===== src/rtl/full_subtractor_df.sv =====
// 1-bit full subtractor (a - b - bin) with a combinational result and a
// registered copy that is cleared asynchronously by rst.
module full_subtractor_df (
   input  logic clk,
   input  logic rst,
   output logic d,
   output logic bout,
   input  logic a,
   input  logic b,
   input  logic bin,
   output logic d_q,
   output logic bout_q,
   output logic valid_q
);

   // Combinational core: independent of clk and rst.
   assign d    = a ^ b ^ bin;
   assign bout = (~a & b) | (~a & bin) | (b & bin);

   // valid_q marks that the registers hold a result captured since the last reset.
   always_ff @(posedge clk or posedge rst) begin
      if (rst) begin
         d_q     <= 1'b0;
         bout_q  <= 1'b0;
         valid_q <= 1'b0;
      end else begin
         d_q     <= d;
         bout_q  <= bout;
         valid_q <= 1'b1;
      end
   end

endmodule


===== config.mk =====
export PLATFORM = sky130hd
export DESIGN_NAME = full_subtractor_df
export DESIGN_NICKNAME = d
export VERILOG_FILES = /design/src/rtl/full_subtractor_df.sv
export SDC_FILE = /design/constraint.sdc
export NUM_CORES = 1
export LEC_CHECK = 0
export BUFFER_PORTS_ARGS = -buffer_cell sky130_fd_sc_hd__buf_2
export CORE_AREA = 2 2 39 41
export CTS_CLUSTER_SIZE = 16
export DETAILED_ROUTE_END_ITERATION = 10
export DIE_AREA = 0 0 41 43
export SLEW_MARGIN = 20
export SYNTH_ARGS = -nofsm -noshare
export SYNTH_HDL_FRONTEND = slang
export SYNTH_SLANG_ARGS = --single-unit

===== constraint.sdc =====
create_clock -name clk -period 0.8 [get_ports clk]
set_input_delay 0 -clock clk [delete_from_list [all_inputs] [get_ports clk]]
set_output_delay 0 -clock clk [all_outputs]
set_load 0.01 [all_outputs]

# Word level (Yosys, flattened, before mapping)
# Index checks and enable logic that the tools add are counted.
# word_totals
elab_cells	11
register_bits	3
inputBits	5
out_inout_bits	5
# op_classes
n_bitwise	8
# ops
operator	count
1-bit bitwise AND	3
1-bit OR	2
1-bit XOR	2
1-bit NOT	1

# Logic depth before layout (Yosys ltp)
# Gate-level depths: netlist of the first run.
# depth
depth_word	4
depth_mapped	3
mapped_depth_nobuf	3

# Least setup slack after synthesis of the first run
# OpenSTA, ideal clock, no wires.
# synth_timing
path_kind	input-to-reg
startpoint	input a
endpoint	register d_q
n_path_buf	0
setup_time_ps	131
arrival_time_ps	621
required_ps	669
stages	3
path_slack_ps	48
path_cell_list	inv_1 fa_1 inv_1
# synth_between
elab_chain_len	2
# synth_lines
element	line_no	text
from (decl)	8	input logic a,
1-bit XOR (2 in series)	17	assign d = a ^ b ^ bin;
named net d	6	output logic d,
to (signal assigned)	23	d_q <= 1'b0;
to (signal assigned)	27	d_q <= d;
to (decl)	11	output logic d_q,
# The timed path passes the listed nets, and every way through them passes these cells.

# Final worst setup path of the first run
# layout_timing
startpoint	input b
endpoint	output d
# layout_between
elab_chain_len	2
# layout_lines
element	line_no	text
from (decl)	9	input logic b,
1-bit XOR (2 in series)	17	
to (decl)	6	
# No other way between the ends.

==> flow_summary.ini, run 1 <==
[status]
outcome = complete, no violations

[global_routing]
grt_max_degree = 4
antenna_found_initial = 0
grt_pass1_wl_um = 338
grt_overflow = 0
track_usage_pct = 4.23
grt_pass1_vias = 98

[timing]
finalSetupViolCount = 0
hold_slack_ns = 0.0695
slew_violations = 0
post-route-min-period_ns = 0.788
hold_violations = 0
max_freq_mhz = 1270
rsz0062_at_grt = true
fin_crit_sh_pct = 98.6
setup_ws_ns = 0.0115

[detailed_routing]
dr.first_iter.drc_count = 3
wl_per_cell_um = 6.60
antenna_left = 0
wl_um = 264
viasPerCell = 2.68
drc = 0
firstDrtPassIters = 2
vias = 107

[cts]
cts_buffer_depth = 2
h-tree-depth = 1
cts_tree = built
clkTransAtPathRegs_ns = 0.04
cts_buffers = 3
cts_root_buffer = clkbuf_4
numClockSinks = 3

[yosys]
netlist_top_cells_count = 3 x dfrtp_1, 3 x inv_1, 1 x conb_1, 1 x fa_1
synth_compound_area_share_pct = 0
avgSynthCellArea_um2 = 13.8
ys.flop_type = dfrtp_1
synth_cells = 8
yosysTopAreaCell = dfrtp_1
synth_edf_count = 0
yosys.area_share.simple_pct = 0
ys_ff_latch = 3
syn_area_um2 = 110
async_flop_share_pct = 100
yosys_warnings = 0
synthXorXnorAreaFrac_pct = 0
synth_top_family_by_area = adder cells
synthMuxAreaShare_pct = 0
syn-num-nets = 14
synth_top_cell_area_share_pct = 68.2
yosysSeqAreaShare_pct = 68.2
ys_top_cells_by_area = dfrtp_1 68%, fa_1 18%, inv_1 10%
yosysUniqueCellTypes = 4
synthAdderAreaFrac_pct = 18.2

[placed_design]
post-dp-hpwl_um = 186
io_buffers = 9
place_inst = 33
preCtsSetupSlack_ns = -0.0266
place.gp.congestion = 0.552
place_area_um2 = 175

[die]
die_height_um = 43
fp-row-count = 14
core_um2 = 1380
start_util_pct = 7.96
io_pins = 10
dieArea_um2 = 1760
die_x_um = 41

[pwr]
switching_share_pct = 23.1
fin_total_pwr_uw = 534
p_int_uw = 410
powerDensity_nw_per_um2 = 2230
p_seq_share_pct = 31.8
p_leak_uw = 0.000130
p_sw_uw = 123
combPwrFrac_pct = 18.6
ir_worst_vdd_mv = 0.416
p_clk_share_pct = 49.6

[finish]
drive_above_1_share_pct = 58.3
antennaDiodeCount = 0
nets = 31
areaGrowthSynthToFinish_pct = 117
design_area_um2 = 239
stdcell_count = 40

[critical_path]
crit_type = in -> out
worst_setup_path_end_kind = primary output
startpoint_type = input pin
required_ns = 0.80
critPathMaxFanout = 2
cp.arrival_ns = 0.79

[job]
drv_cap = 0

[min_path]
hold_class = in -> reg
## through the flow
stage	utilization [%]	setup TNS (ns)
after floorplan	-	0
after global placement	12.7	-0.0354
after detailed placement	12.7	-0.0404
after CTS	16.8	0
after global routing	17.3	-0.000938
final	17.3	0
## cells by family (layout without fill, tap and decap cells)
group | after synthesis | count (layout)
adder cells (fa/ha/maj) | 1 | 1
buffers and inverters | 3 | 19
flip-flops | 3 | 3
other | 1 | 1
## placed cells by master (no fill, tap or decap), drive strengths merged
cell type / count
inv: 3
clkbuf: 4
dlygate4sd3: 1
buf: 11
fa: 1
dfrtp: 3
conb: 1
## state kept, by name, indices dropped and copies added (netlist names)
signal and flops:
bout_q 1, d_q 1, valid_q 1
## power groups by stage
| stage | logic (uW) | clock network, uW | registers (uW) |
|---|---|---|---|
| after floorplan | 22.9 | 0 | 180 |
| after global placement | 68.1 | 0 | 171 |
| after detailed placement | 69.2 | 0 | 172 |
| after CTS | 97.1 | 283 | 170 |
| after global routing | 110 | 298 | 170 |
| final | 99.4 | 264 | 170 |
## worst max-delay path, stage by stage
cell and delay, ns:
buf_6 0.09, fa_1 0.52, inv_1 0.05, buf_2 0.13
## final cells by class
class	count	area, um^2
Inverter	3	11.3
Timing Repair Buffer	12	82.6
Sequential cell	3	75.1
Fill cell	160	1140
Multi-Input combinational cell	2	23.8
Tap cell	16	20.0
Clock buffer	4	26.3
## path summary, 6_finish.rpt
path / end / cells past startpoint / startpoint / slack (ns)
worst max-delay path: d / 4 / b / 0.01
worst min-delay path: bout_q$_DFF_PP0_ / 2 / bin / 0.07
max in group asynchronous: d_q$_DFF_PP0_ / 3 / rst / 0.50
min in group asynchronous: valid_q$_DFF_PP0_ / 3 / rst / 0.17
## routing by layer
layer	track usage, %	share of wire [%]
met2	4.06	44
met5	0	0
met1	2.60	34
met4	6.00	0
met3	6.28	22
## timing repair
item,4_1_cts,5_1_grt
resized for setup,1,1
hold buffers,1,0
hold endpoints to repair,3,0
gates cloned,0,0
setup buffers,2,0
setup endpoints to repair,1,1
pin swaps,1,1
(Power assumes the default switching activity.)
==> run 2: changes to the inputs <==
--- a/config.mk
+++ b/config.mk
@@ -10,6 +10,8 @@
 export CTS_CLUSTER_SIZE = 16
 export DETAILED_ROUTE_END_ITERATION = 10
 export DIE_AREA = 0 0 41 43
+export PLACE_DENSITY = 0.3
+export REMOVE_ABC_BUFFERS = 1
 export SLEW_MARGIN = 20
 export SYNTH_ARGS = -nofsm -noshare
 export SYNTH_HDL_FRONTEND = slang
==> run 2 against run 1 <==
Flip-flop and latch count did not move. Sequential power hardly changed. Via count decreased by 3.7%. Sequential share of layout area unchanged. Hold slack worse by 0.026 ns. Global-route usage rose by 0.92 points. Count of clock-buffer cells in the layout did not move. Utilization unchanged. Final area stayed put. Combinational power shrank 0.7%. Largest cell class unchanged. Highest routed layer unchanged.
==> flow_summary.ini, run 2 (synthesis gave the netlist of run 1 again) <==
[critical_path]
startpoint_type = input pin
required_ns = 0.80
cp.arrival_ns = 0.80
crit_family = adder cells
critPathSlowestCell = fa_1
path_buf_inv = 3
slowest_delay_ns = 0.53
crit_type = in -> out
crit_chain = buf_6 > fa_1 > inv_1 > buf_2
worst_setup_path_end_kind = primary output
critPathMaxFanout = 2

[placed_design]
io_buffers = 9
preCtsSetupSlack_ns = -0.0220
place_area_um2 = 175
place.gp.congestion = 0.523

[die]
fp-row-count = 14
die_height_um = 43
core_um2 = 1380
start_util_pct = 7.96
io_pins = 10
dieArea_um2 = 1760
die_x_um = 41

[pwr]
ir_worst_vdd_mv = 0.704
fin_total_pwr_uw = 537
p_int_uw = 411
p_leak_uw = 0.000130
p_sw_uw = 126
p_seq_share_pct = 31.8
switching_share_pct = 23.5
combPwrFrac_pct = 18.4
powerDensity_nw_per_um2 = 2250
p_clk_share_pct = 49.7

[global_routing]
track_usage_pct = 5.15
grt_use_met2_pct = 4.38
grt_max_degree = 4
grt_overflow = 0
use_met3_pct = 4.71
grt_pass1_wl_um = 483
top_usage_layer = met4
met1_usage_pct = 5.25
antenna_found_initial = 0
grt_pass1_vias = 130

[detailed_routing]
vias = 103
viasPerCell = 2.58
firstDrtPassIters = 2
wl_per_cell_um = 6.95
drc = 0
wl_um = 278
dr.first_iter.drc_count = 2
antenna_left = 0

[finish]
regArea_um2 = 75.1
antennaDiodeCount = 0
areaGrowthSynthToFinish_pct = 117
final_cell_mix = 7 x buf_2, 3 x inv_1, 3 x dfrtp_1, 3 x clkbuf_4
drive_above_1_share_pct = 58.3
fill_cells = 156
final_common_cell = buf_2
largestRegisters = bout_q (1), d_q (1), valid_q (1)
multiInputGateArea_um2 = 23.8
design_area_um2 = 239
nets = 31

[timing]
slew_violations = 0
hold_violations = 0
finalSetupTns_ns = 0
fin_crit_sh_pct = 99.8
post-route-min-period_ns = 0.799
rsz0062_at_grt = true
max_freq_mhz = 1250
setup_ws_ns = 0.00127
finalSetupViolCount = 0

[min_path]
min-delay-start = bin
hold_class = in -> reg
holdPathEnd = bout_q$_DFF_PP0_
worstHoldPathCells = 2

[cts]
cts_tree = built
clkTransAtPathRegs_ns = 0.04
cts_root_buffer = clkbuf_4
numClockSinks = 3
cts_buffer_depth = 2
h-tree-depth = 1
cts_buffers = 3

[status]
outcome = complete, no violations

[job]
drv_cap = 0
==> run 2: power groups by stage <==
stage / Combinational, uW / Sequential (uW) / Clock, uW
3_3_place_gp: 67.7 / 172 / 0
4_1_cts: 95.5 / 171 / 287
2_1_floorplan: 22.9 / 180 / 0
5_1_grt: 112 / 172 / 309
6_report: 98.7 / 171 / 267
3_5_place_dp: 67.1 / 173 / 0
==> run 2: repair_timing <==
item,in CTS,in global routing
resized for setup,1,1
endpoints found under the hold margin,3,0
pin swaps,1,1
hold buffers,1,0
setup endpoints to repair,1,1
buffers inserted,2,0
==> run 2: final cells by class <==
class | instances | share of cell area (%)
tap | 16 | 8.38
inverter | 3 | 4.71
sequential | 3 | 31.4
multi-input combinational | 2 | 9.95
timing repair buffer | 12 | 34.6
clock buffer | 4 | 11.0
==> run 2: worst max path at each step <==
stage               depth (start not counted)  slack, ns            end  start
detailed placement                          5      -0.02              d      a
CTS                                         4      0.009              d    bin
global placement                            5      -0.01              d      a
floorplan                                   3       0.05  d_q$_DFF_PP0_      a
finish                                      4      0.001              d      b
global route                                4      -0.02              d      b
==> run 2: through the flow <==
step / utilization [%] / instances / hold WS (ns)
global route: 17.3 / 40 / 0.0537
floorplan: - / 8 / -0.246
global placement: 12.7 / 33 / -0.136
CTS: 16.8 / 40 / 0.0374
detailed placement: 12.7 / 33 / -0.131
finish: 17.3 / 40 / 0.0438
==> run 2: metal layers <==
layer / share of wire [%] / wire [um]
met2: 36 / 101
met3: 22 / 61
met5: 0 / 0
met1: 41 / 115
met4: 0 / 0
